### config.mk
export PLATFORM = sky130hd
export DESIGN_NAME = multi_vc_input_buffer
export DESIGN_NICKNAME = d
export VERILOG_FILES = /design/src/rtl/multi_vc_input_buffer.sv
export SDC_FILE = /design/constraint.sdc
export NUM_CORES = 1
export LEC_CHECK = 0
export CAP_MARGIN = 20
export CORE_AREA = 5 5 178 180
export CTS_CLUSTER_SIZE = 14
export DETAILED_ROUTE_END_ITERATION = 6
export DIE_AREA = 0 0 183 185
export PLACE_DENSITY_LB_ADDON = 0.3
export SLEW_MARGIN = 20
export SYNTH_ARGS = -nofsm -noshare
export SYNTH_HDL_FRONTEND = slang
export SYNTH_SLANG_ARGS = --single-unit
### constraint.sdc
create_clock -name clk -period 8.3 [get_ports clk]
set_input_delay 1.66 -clock clk [delete_from_list [all_inputs] [get_ports clk]]
set_output_delay 1.66 -clock clk [all_outputs]
set_load 0.01 [all_outputs]
### src/rtl/multi_vc_input_buffer.sv
// rtl/multi_vc_input_buffer.sv - per-VC FWFT flit FIFOs with IDLE/VA/ACTIVE packet FSM
// Define MULTI_VC_INPUT_BUFFER_ERR_EN to add sticky per-VC error_o flags.
package multi_vc_input_buffer_pkg;
  localparam int VC_SIZE   = 2;
  localparam int DATA_SIZE = 16;

  typedef enum logic [2:0] {HEAD, BODY, TAIL, HEADTAIL, EMPTY} flit_label_t;
  typedef enum logic [2:0] {LOCAL, NORTH, SOUTH, WEST, EAST} port_t;

  typedef struct packed {
    flit_label_t          flit_label;
    logic [VC_SIZE-1:0]   vc_id;
    logic [DATA_SIZE-1:0] data;
  } flit_t;
endpackage

module multi_vc_input_buffer
  import multi_vc_input_buffer_pkg::*;
#(
  parameter int BUFFER_SIZE = 8,
  parameter int VC_NUM      = 2
) (
  input  logic               clk,
  input  logic               rst,
  input  flit_t              data_i,
  input  logic               write_i,
  input  logic [VC_NUM-1:0]  read_i,
  input  port_t              out_port_i,
  input  logic [VC_SIZE-1:0] vc_new_i,
  input  logic [VC_NUM-1:0]  vc_valid_i,
  output flit_t              data_o [VC_NUM],
  output logic [VC_NUM-1:0]  is_full_o,
  output logic [VC_NUM-1:0]  is_empty_o,
  output port_t              out_port_o [VC_NUM],
  output logic [VC_NUM-1:0]  vc_request_o
`ifdef MULTI_VC_INPUT_BUFFER_ERR_EN
  ,
  output logic [VC_NUM-1:0][2:0] error_o
`endif
);
  localparam int PTR_W = $clog2(BUFFER_SIZE);
  localparam int CNT_W = PTR_W + 1;

  typedef enum logic [1:0] {S_IDLE, S_VA, S_ACTIVE} state_t;

  logic w_is_head;
  assign w_is_head = (data_i.flit_label == HEAD) || (data_i.flit_label == HEADTAIL);

  for (genvar v = 0; v < VC_NUM; v++) begin : g_vc
    flit_t              r_mem [BUFFER_SIZE];
    logic [PTR_W-1:0]   r_wr_ptr;
    logic [PTR_W-1:0]   r_rd_ptr;
    logic [CNT_W-1:0]   r_count;
    state_t             r_state;
    port_t              r_out_port;
    logic [VC_SIZE-1:0] r_vc_down;
    logic               w_wr_here;
    logic               w_label_ok;
    logic               w_full;
    logic               w_empty;
    logic               w_pop;
    logic               w_push;
    logic               w_head_is_tail;
    flit_t              w_head;

    assign w_full     = (r_count == CNT_W'(BUFFER_SIZE));
    assign w_empty    = (r_count == '0);
    assign w_wr_here  = write_i && (data_i.vc_id == VC_SIZE'(v));
    assign w_label_ok = (r_state == S_IDLE) ? w_is_head : !w_is_head;
    assign w_pop      = read_i[v] && !w_empty && (r_state == S_ACTIVE);
    // A pop on the same edge frees a slot, so a full FIFO still takes the write.
    assign w_push     = w_wr_here && w_label_ok && (!w_full || w_pop);

    always_comb begin
      w_head       = r_mem[r_rd_ptr];
      w_head.vc_id = r_vc_down;
    end
    assign w_head_is_tail = (w_head.flit_label == TAIL) || (w_head.flit_label == HEADTAIL);

    always_ff @(posedge clk) begin
      if (w_push) r_mem[r_wr_ptr] <= data_i;
    end

    always_ff @(posedge clk or negedge rst) begin
      if (!rst) begin
        r_wr_ptr   <= '0;
        r_rd_ptr   <= '0;
        r_count    <= '0;
        r_state    <= S_IDLE;
        r_out_port <= LOCAL;
        r_vc_down  <= '0;
      end else begin
        if (w_push) r_wr_ptr <= r_wr_ptr + 1'b1;
        if (w_pop)  r_rd_ptr <= r_rd_ptr + 1'b1;
        if (w_push && !w_pop)      r_count <= r_count + 1'b1;
        else if (!w_push && w_pop) r_count <= r_count - 1'b1;
        case (r_state)
          S_IDLE: if (w_push) begin
            r_state    <= S_VA;
            r_out_port <= out_port_i;
          end
          S_VA: if (vc_valid_i[v]) begin
            r_state   <= S_ACTIVE;
            r_vc_down <= vc_new_i;
          end
          S_ACTIVE: if (w_pop && w_head_is_tail) r_state <= S_IDLE;
          default: r_state <= S_IDLE;
        endcase
      end
    end

    assign data_o[v]       = w_head;
    assign is_full_o[v]    = w_full;
    assign is_empty_o[v]   = w_empty;
    assign out_port_o[v]   = r_out_port;
    assign vc_request_o[v] = (r_state == S_VA);

`ifdef MULTI_VC_INPUT_BUFFER_ERR_EN
    // Bits: {write-when-full, pop-when-empty-or-not-active, label violation}
    logic [2:0] r_err;
    always_ff @(posedge clk or negedge rst) begin
      if (!rst) r_err <= '0;
      else      r_err <= r_err | {w_wr_here && w_full && !w_pop,
                                  read_i[v] && (w_empty || (r_state != S_ACTIVE)),
                                  w_wr_here && !w_label_ok};
    end
    assign error_o[v] = r_err;
`endif
  end
endmodule

Word level (Yosys, flattened, before mapping)
Memories as Yosys holds them, arrays and structs flattened. Index checks and enable logic that the tools add are counted.

$add $sub $neg: 8. Multipliers: 0. Div/mod/pow operators: 0. Order comparisons: 0. Eq/ne operators: 18. Shift-type cells: 0. Mux-type cells: 18. Bitwise logic cells: 0. Reductions and logical operators: 44.

Operators by type and width (count): 1-bit logical AND (16); 4-bit two-way mux (4); 3-bit by 2-bit equality test with 1-bit output, second input constant (5); 3-bit by 1-bit adder with 3-bit output, second input constant (4); 2-bit two-way mux (6); 2-bit case mux with 3 select lines (2); 1-bit zero test (9); 4-bit by 1-bit adder with 4-bit output, second input constant (2); 4-bit equality test, second input constant (2); 4-bit zero test (2); 2-bit != test, second input constant (4); 2-bit AND reduction (4); 4-bit by 1-bit subtractor with 4-bit output, second input constant (2); 2-bit by 1-bit equality test with 1-bit output, second input constant (3); 2-bit zero test (3); 1-bit two-way mux (6); 3-bit AND reduction (2); 1-bit logical OR (5); 2-bit equality test, second input constant (2); 2-bit by 1-bit != test with 1-bit output, second input constant (2); 2-bit nonzero test (2); 3-bit zero test (1).

Register bits after elaboration: 34. Latch bits: 0. Bits in writable memories: 336. Bits in read-only memories: 0. Bits of input ports: 33. Output and inout bits: 54. Logic and storage cells: 102. Memories kept: 2.

Memory list: g_vc[0].r_mem (words 8, bits a word 21, rd ports 1, clocked after Yosys merged registers in 0, wr ports 1, RTL line 50) `flit_t r_mem [BUFFER_SIZE];`; g_vc[1].r_mem (words 8, bits a word 21, rd ports 1, clocked after Yosys merged registers in 0, wr ports 1, RTL line 50).

Longest topological paths before layout
Gate-level depths: netlist of run 1.

Word-level depth: 10. Depth in mapped cells: 11. Mapped depth without buffers: 11.

Least setup slack after synthesis of run 1
OpenSTA, ideal clock, no wires.

Path type: input port to flip-flop. Start: input data_i[18] (netlist bit). End: memory g_vc[0].r_mem[2][0] (netlist bit) (enable). Setup time: 451 ps. Arrival: 4551 ps. Required time: 7849 ps. Setup slack: 3298 ps. Cell stages on the path: 4. Path buffers: 0. Cell sequence: xor2_1 > nor4b_2 > o31ai_4 > nor4b_1.

Longest elaborated chain between the ends: 8. Elaborated cells on any way between the ends: 9. Classes of those cells: 1 x eq/ne; 3 x mux; 5 x reduce/logical.

RTL lines: start: declaration (RTL line 25) `input flit_t data_i,`; 3-bit by 2-bit equality test with 1-bit output / 3-bit zero test (equally long branches) (RTL line 47) `assign w_is_head = (data_i.flit_label == HEAD) || (data_i.flit_label == HEADTAIL);`; 1-bit logical OR (*) (RTL line 47); 1-bit zero test (RTL line 69) `assign w_label_ok = (r_state == S_IDLE) ? w_is_head : !w_is_head;`; 1-bit two-way mux (*) (RTL line 69); 1-bit logical AND (*) (2 in a row) (RTL line 72) `assign w_push = w_wr_here && w_label_ok && (!w_full || w_pop);`; 1-bit two-way mux (*) (RTL line 81) `if (w_push) r_mem[r_wr_ptr] <= data_i;`; 1-bit two-way mux (not written as such) (*) (RTL line 81); end: declaration (RTL line 50).

Mark *: on every way between the ends. The rest lies on a longest branch, timed or not.

==> results of run 1 <==
==> worst max-delay path: stages, from the launching register on <==
cell and delay [ns]:
dfrtp_2 0.73, buf_4 0.52, mux4_2 0.58, mux2_2 0.28
clkdlybuf4s50_1 0.48
==> metal layers <==
metal  GRT usage  share of wire
met1       0.208           0.41
met2       0.273           0.52
met3      0.0340          0.051
met4      0.0438          0.019
met5           0              0
==> placed cells by master, fill, tap and decap left out, types with 3 or more instances in the layout <==
| cell | n |
|---|---|
| a21oi_1 | 4 |
| buf_4 | 18 |
| bufinv_16 | 4 |
| clkbuf_1 | 10 |
| clkbuf_16 | 37 |
| clkdlybuf4s50_1 | 86 |
| clkinv_1 | 5 |
| clkinv_2 | 4 |
| dfrtp_1 | 31 |
| dfrtp_2 | 3 |
| edfxtp_1 | 304 |
| ha_1 | 10 |
| inv_1 | 9 |
| mux2_2 | 51 |
| mux2i_1 | 3 |
| mux4_2 | 76 |
| nand2_1 | 12 |
| nor2_1 | 10 |
| nor4b_2 | 8 |
| o21ai_0 | 6 |
| xnor2_1 | 15 |
==> power by group <==
| group | internal (mW) | leakage (nW) | switching, mW |
|---|---|---|---|
| Sequential | 1.96 | 3.15 | 0.172 |
| Combinational | 0.873 | 1.46 | 0.616 |
| Clock | 0.947 | 0.561 | 0.612 |
| Total | 3.78 | 5.17 | 1.40 |
==> cell type report <==
cell class | count | area share
clock buffers | 47 | 0.0606
multi-input cells | 229 | 0.202
well taps | 396 | 0.0312
clock inverters | 18 | 0.0126
flip-flops and latches | 338 | 0.628
inverters | 11 | 0.00276
repair buffers | 104 | 0.0627
==> worst max path at each step <==
stage | end | start
after floorplan | g_vc[0].r_mem[2][0] | data_i[18]
after global placement | g_vc[1].r_count[3] | data_i[18]
after detailed placement | g_vc[1].r_count[3] | data_i[18]
after CTS | data_o[31] | g_vc[0].r_rd_ptr[0]
after global routing | data_o[34] | g_vc[0].r_rd_ptr[0]
final | data_o[31] | g_vc[0].r_rd_ptr[0]
==> through the flow <==
step,std cells,power [mW],utilization
3_5_place_dp,1078,3.69,0.490
6_report,1143,5.18,0.529
2_1_floorplan,608,3.08,-
3_3_place_gp,1078,3.65,0.490
5_1_grt,1143,5.45,0.529
4_1_cts,1143,5.26,0.529
==> sequential cells by signal, indices dropped and copies added (netlist names) <==
| signal | count |
|---|---|
| g_vc.r_out_port | 6 |
| g_vc.r_wr_ptr | 6 |
| g_vc.r_vc_down | 4 |
| g_vc.r_rd_ptr | 6 |
| g_vc.r_state | 4 |
| g_vc.r_count | 8 |
| g_vc.r_mem | 304 |
==> kinds of logic (layout without fill, tap and decap cells) <==
logic type / Yosys count / in the layout / synth area share
flops: 338 / 338 / 0.750
simple gates: 49 / 49 / 0.0252
buf+inv: 41 / 180 / 0.0140
xor+xnor: 16 / 16 / 0.0105
compound gates: 20 / 20 / 0.0118
mux: 132 / 132 / 0.176
fa+ha+maj: 12 / 12 / 0.0124
==> flow_summary.toml, run 1 <==
[outcome]
status = "completed"

[clock_tree]
postCtsSetupRepairBufs = 0
clk_path_buf_depth = 3
cts_sinks = 338
cts.clk_slew.worst_paths_ns = 0.06
htreeDepth = 2
cts_tree = "built"
cts_resized = 0
root_buffer = "clkbuf_16"
cts_inserted_buffers = 36
cts_hold_buf = 0
clk_latency_ns = 0.50

[worst_setup_path]
worstReg2RegStart = "g_vc[1].r_count[1]"
cp_data_required_time_ns = 6.64
arrival_ns = 3.13
end_kind = "output port"
r2r_slack_ns = 5.14
ff2ff_path_depth = 11
path_class = "reg -> out"
worst_r2r_endpoint = "g_vc[1].r_count[3]"
timing.critical_path.from_type = "register"
path_max_fanout = 24

[logic_synthesis]
synth.top_cell.area_share = 0.686
yosysUniqueCellTypes = 39
yosysTopAreaCell = "edfxtp_1"
postSynthCellCount = 608
synth_nets = 653
synthesis.area_sq_um = 13300
yosysSeqAreaShare = 0.750
synth_common_cells = "edfxtp_1 (304), mux4_2 (76), mux2_2 (51)"
ys_top_cells_by_area = "edfxtp_1 (69%), mux4_2 (13%), dfrtp_1 (6.4%)"
synthArstFlopShare = 0.101
synth_most_common_cell = "edfxtp_1"
yosys_register_bits = 338
yosysWarnings = 0
synth_edf_count = 304
synth.avg_cell_area_sq_um = 21.9
ys.flop_type = "edfxtp_1"

[grt]
globalRouteTotalUtil = 0.159
grt_pass1_wl_mm = 40.7
antenna_found_initial = 0
overflow = 0
grt_pass1_vias = 6845
grt_max_degree = 37

[layout]
area_growth_pct = 19.4
fill_cells = 2330
design_area_sq_um = 15900
ff_latch_area_sq_um = 9980
multi_input_area_sq_um = 3210
drive_above_1_share = 0.296
antennaDiodeCount = 0
fin_nets = 765

[sta]
max_slew_margin = 0.308
hold_violations = 0
setup_viol_count_final = 0
worstMarginPinSlew_ns = 1.04
rsz0062_at_grt = "no"
final-max-slew-violation-count = 0
fin_tns_setup_ns = 0
setup_slack_ns = 3.51
fmax_mhz = 209
whs_ns = 0.505
fin_skew_ns = 0.00850
period_needed_ns = 4.79
fin_crit_sh = 0.577

[floorplanning]
boundaryPins = 87
die_w_um = 183
fp-row-count = 64
die-area_sq_um = 33900
die-height_um = 185
core_area_sq_um = 30000
initial_core_util = 0.443

[place]
preCtsSetupSlack_ns = 3.06
post_dp_cell_area_sq_um = 14700
dp_hpwl_mm = 15.8
numPortBuffers = 86
gp_congestion = 0.724

[drt]
wl_per_cell_um = 22.8
drt_iter0_markers = 364
final_antenna_net_count = 0
drt_first_pass_iters = 4
drc = 0
wirelength_mm = 26.1
vias_per_cell = 5.40
vias = 6168

[worst_hold_path]
hold_depth = 1
hold_end = "g_vc[0].r_out_port[2]"
min_from = "g_vc[0].r_out_port[2]"
hold_class = "reg -> reg"

[power]
vdd_ir_drop_max_mv = 0.199
power_density_nw_per_um2 = 326
p_leak_nw = 5.17

[flow_run]
cap_violations = 0
Power figures use the tool's default switching activity.
==> run 2: changes to the inputs <==
==> constraint.sdc (replaced) <==
create_clock -name clk -period 3.87 [get_ports clk]
set_input_delay 0.774 -clock clk [delete_from_list [all_inputs] [get_ports clk]]
set_output_delay 0.774 -clock clk [all_outputs]
set_load 0.01 [all_outputs]
==> flow_summary.toml, run 2 (synthesized netlist as in run 1, its figures left out) <==
[layout]
multi_input_area_sq_um = 3240
fill_cells = 2316
antennaDiodeCount = 0
final_cell_mix = "edfxtp_1 (304), clkdlybuf4s50_1 (86), mux4_2 (76)"
largest_reg_flops = 304
design_area_sq_um = 16000
drive_above_1_share = 0.312
final_common_cell = "edfxtp_1"
top_register = "g_vc.r_mem"
area_growth_pct = 20.6
ff_latch_area_sq_um = 9980
top_regs = "g_vc.r_mem: 304 flops, g_vc.r_count: 8 flops"
fin_nets = 785
fin_util = 0.534

[power]
p_sw_frac = 0.274
power_density_nw_per_um2 = 690
vdd_ir_drop_max_mv = 0.404
power.internal_mw = 8.03
pwr-share-seq = 0.407
p_leak_nw = 5.29
pwr-share-comb = 0.306
power_frac_clock = 0.287
power.switching_mw = 3.04

[clock_tree]
cts.clk_slew.worst_paths_ns = 0.06
clk_path_buf_depth = 3
cts_sinks = 338
root_buffer = "clkbuf_16"
htreeDepth = 2
postCtsSetupRepairBufs = 0
cts_inserted_buffers = 36
cts_tree = "built"
cts_resized = 0
clk_latency_ns = 0.50
cts_hold_buf = 0

[worst_setup_path]
timing.critical_path.from_type = "register"
path_class = "reg -> out"
path_max_fanout = 13
worstReg2RegStart = "g_vc[0].r_count[0]"
end_kind = "output port"
ff2ff_path_depth = 11
worst_r2r_endpoint = "g_vc[0].r_count[3]"
arrival_ns = 2.66
cp_data_required_time_ns = 3.10
r2r_slack_ns = 0.95

[sta]
final-max-slew-violation-count = 0
worstMarginPinSlew_ns = 0.930
fin_crit_sh = 0.888
setup_viol_count_final = 0
fin_skew_ns = 0.0107
max_slew_margin = 0.378
fmax_mhz = 291
rsz0062_at_grt = "no"
hold_violations = 0
period_needed_ns = 3.43

[drt]
drt_iter0_markers = 455
wl_per_cell_um = 23.1
drc = 0
wirelength_mm = 26.8
final_antenna_net_count = 0
vias = 6382
vias_per_cell = 5.50
drt_first_pass_iters = 4

[worst_hold_path]
min_from = "g_vc[0].r_vc_down[1]"
hold_depth = 1
hold_class = "reg -> reg"
hold_end = "g_vc[0].r_vc_down[1]"

[place]
dp_hpwl_mm = 16.8
post_dp_cell_area_sq_um = 14900
numPortBuffers = 86
gp_congestion = 0.758

[floorplanning]
core_area_sq_um = 30000
die-area_sq_um = 33900
boundaryPins = 87
die-height_um = 185
fp-row-count = 64
initial_core_util = 0.443
die_w_um = 183

[outcome]
status = "completed"

[grt]
grt_pass1_vias = 6892
globalRouteTotalUtil = 0.161
grt_pass1_wl_mm = 41.5
antenna_found_initial = 0
overflow = 0
grt_max_degree = 37

[flow_run]
cap_violations = 0
-- run 2: power groups by stage --
stage / clock network [mW] / logic [mW] / registers, mW
after floorplan: 0 / 2.17 / 4.44
after global placement: 0 / 3.38 / 4.55
after detailed placement: 0 / 3.45 / 4.58
after CTS: 3.26 / 3.47 / 4.51
after global routing: 3.42 / 3.64 / 4.54
final: 3.18 / 3.38 / 4.50
-- run 2: metrics by stage --
step | setup TNS [ns] | cells | hold slack (ns) | power [mW] | worst slack, ns
detailed placement | 0 | 1098 | 0.496 | 8.03 | 0.0316
CTS | 0 | 1161 | 0.510 | 11.2 | 0.380
global route | 0 | 1161 | 0.524 | 11.6 | 0.315
finish | 0 | 1161 | 0.505 | 11.1 | 0.435
floorplan | -8.58 | 608 | 0.470 | 6.61 | -0.223
global placement | 0 | 1098 | 0.484 | 7.93 | 0.152
-- run 2: critical path: stages, from the launching register on --
cell	delay, ns
dfrtp_2	0.38
buf_4	0.28
mux4_2	0.54
mux2i_1	0.36
inv_1	0.08
clkdlybuf4s50_1	0.50
-- run 2: worst max path at each step --
stage	from	endpoint	slack, ns	depth (start not counted)
6_report	g_vc[0].r_rd_ptr[0]	data_o[40]	0.44	5
5_1_grt	g_vc[1].r_rd_ptr[0]	data_o[3]	0.31	4
4_1_cts	g_vc[1].r_rd_ptr[0]	data_o[3]	0.38	4
3_5_place_dp	data_i[18]	g_vc[0].r_count[3]	0.03	12
3_3_place_gp	data_i[18]	g_vc[0].r_count[3]	0.15	12
2_1_floorplan	data_i[18]	g_vc[0].r_mem[4][0]	-0.22	4
-- run 2: routing by layer --
| layer | GRT usage | share of wire | vias to the layer above |
|---|---|---|---|
| met3 | 0.0289 | 0.055 | 46 |
| li1 | - | - | 2774 |
| met4 | 0.0447 | 0.021 | 0 |
| met1 | 0.227 | 0.43 | 3392 |
| met5 | 0 | 0 | - |
| met2 | 0.262 | 0.49 | 170 |
-- run 2: final cells by class --
type / count / area share
inverter: 11 / 0.00273
multi-input combinational: 229 / 0.202
clock inverter: 19 / 0.00842
clock buffer: 44 / 0.0600
timing repair buffer: 124 / 0.0738
sequential: 338 / 0.622
tap: 396 / 0.0309
==> run 3: changes to the inputs <==
--- a/config.mk
+++ b/config.mk
@@ -10,6 +10,7 @@
 export CTS_CLUSTER_SIZE = 14
 export DETAILED_ROUTE_END_ITERATION = 6
 export DIE_AREA = 0 0 183 185
+export MAX_ROUTING_LAYER = met4
 export PLACE_DENSITY_LB_ADDON = 0.3
 export SLEW_MARGIN = 20
 export SYNTH_ARGS = -nofsm -noshare
==> flow_summary.toml, run 3 (synthesized netlist as in run 1, its figures left out) <==
[sta]
rsz0062_at_grt = "no"
setup_viol_count_final = 0
final-max-slew-violation-count = 0
max_slew_margin = 0.379
fin_crit_sh = 0.887
period_needed_ns = 3.43
fin_tns_setup_ns = 0
fin_skew_ns = 0.0124
worstMarginPinSlew_ns = 0.929
hold_violations = 0
fmax_mhz = 291
setup_slack_ns = 0.437

[power]
p_leak_nw = 5.29
vdd_ir_drop_max_mv = 0.404
power_density_nw_per_um2 = 690

[worst_hold_path]
min_from = "g_vc[0].r_vc_down[1]"
hold_class = "reg -> reg"

[worst_setup_path]
crit_slowest_cell = "mux4_2"
crit_path_start = "g_vc[1].r_rd_ptr[0]"
worst_r2r_endpoint = "g_vc[0].r_count[3]"
crit_cells = 4
crit_path_cell_trace = "buf_12 > mux4_2 > mux2_2 > clkdlybuf4s50_1"
end_kind = "output port"
worstReg2RegStart = "g_vc[0].r_count[0]"
timing.critical_path.from_type = "register"
path_buf_inv = 2
cp_data_required_time_ns = 3.10
ff2ff_path_depth = 11
r2r_slack_ns = 0.95
critPathTopFamily = "multiplexers"
crit_end = "data_o[12]"
path_class = "reg -> out"
crit_path_max_incr_delay_ns = 0.55
path_max_fanout = 36
arrival_ns = 2.66

[grt]
antenna_found_initial = 0
overflow = 0
globalRouteTotalUtil = 0.166
grt_max_degree = 37
grt_pass1_vias = 6903
grt_pass1_wl_mm = 41.4

[drt]
wirelength_mm = 26.7
drt_iter0_markers = 454
wl_per_cell_um = 23.0
vias = 6405
final_antenna_net_count = 0
vias_per_cell = 5.52
drt_first_pass_iters = 4
drc = 0

[floorplanning]
die-height_um = 185
core_area_sq_um = 30000
initial_core_util = 0.443
die-area_sq_um = 33900
boundaryPins = 87
fp-row-count = 64
die_w_um = 183

[layout]
stdcell_count = 1161
top_regs = "g_vc.r_mem: 304 flops, g_vc.r_count: 8 flops"
largest_reg_flops = 304
drive_above_1_share = 0.312
fill_cells = 2316
design_area_sq_um = 16000
top_register = "g_vc.r_mem"
final_common_cell = "edfxtp_1"
final_cell_mix = "edfxtp_1 (304), clkdlybuf4s50_1 (86), mux4_2 (76)"
fin_util = 0.534
fin_nets = 785
antennaDiodeCount = 0
area_growth_pct = 20.6

[clock_tree]
cts_tree = "built"
cts_sinks = 338
cts_hold_buf = 0
cts.clk_slew.worst_paths_ns = 0.06
clk_latency_ns = 0.50
postCtsSetupRepairBufs = 0
htreeDepth = 2
clk_path_buf_depth = 3
cts_resized = 0
cts_inserted_buffers = 36
root_buffer = "clkbuf_16"

[place]
preCtsSetupSlack_ns = 0.0316
post_dp_cell_area_sq_um = 14900
gp_congestion = 0.768
place_inst = 1098
dp_hpwl_mm = 16.8
numPortBuffers = 86

[flow_run]
cap_violations = 0

[outcome]
status = "completed"
[run 3: cell counts in the layout (fill, tap and decap cells not counted)]
No cell type changed its count.
[run 3: how the worst min path moves through the flow]
| stage | to | slack [ns] | cells past startpoint |
|---|---|---|---|
| floorplan | g_vc[0].r_count[3] | 0.47 | 1 |
| global placement | g_vc[1].r_count[3] | 0.48 | 1 |
| detailed placement | g_vc[0].r_vc_down[1] | 0.50 | 1 |
| CTS | g_vc[0].r_vc_down[1] | 0.51 | 1 |
| global route | g_vc[0].r_vc_down[1] | 0.52 | 1 |
| finish | g_vc[0].r_vc_down[1] | 0.51 | 1 |
[run 3: report_power, final]
group / internal (mW) / leakage, nW / switching (mW) / total, mW
Clock: 1.89 / 0.546 / 1.29 / 3.18
Sequential: 4.20 / 3.15 / 0.299 / 4.50
Combinational: 1.94 / 1.59 / 1.45 / 3.38
[run 3: per-stage QoR]
stage	hold WS [ns]	power, mW
final	0.507	11.1
after global routing	0.524	11.6
after CTS	0.510	11.2
after detailed placement	0.496	8.03
after global placement	0.484	7.93
after floorplan	0.470	6.61
[run 3: per-layer routing]
| layer | track usage | vias to the layer above | wire, um |
|---|---|---|---|
| met5 | - | - | 0 |
| met4 | 0.0447 | 0 | 554 |
| met3 | 0.0249 | 51 | 1310 |
| met2 | 0.263 | 179 | 13200 |
| met1 | 0.229 | 3401 | 11700 |
| li1 | - | 2774 | - |
[run 3: layout make-up]
class,instances,area (sq um),share of cell area
inverters,11,43.8,0.00273
multi-input cells,229,3240,0.202
clock buffers,44,962,0.0600
flip-flops and latches,338,9980,0.622
well taps,396,495,0.0309
clock inverters,19,135,0.00842
repair buffers,124,1180,0.0738
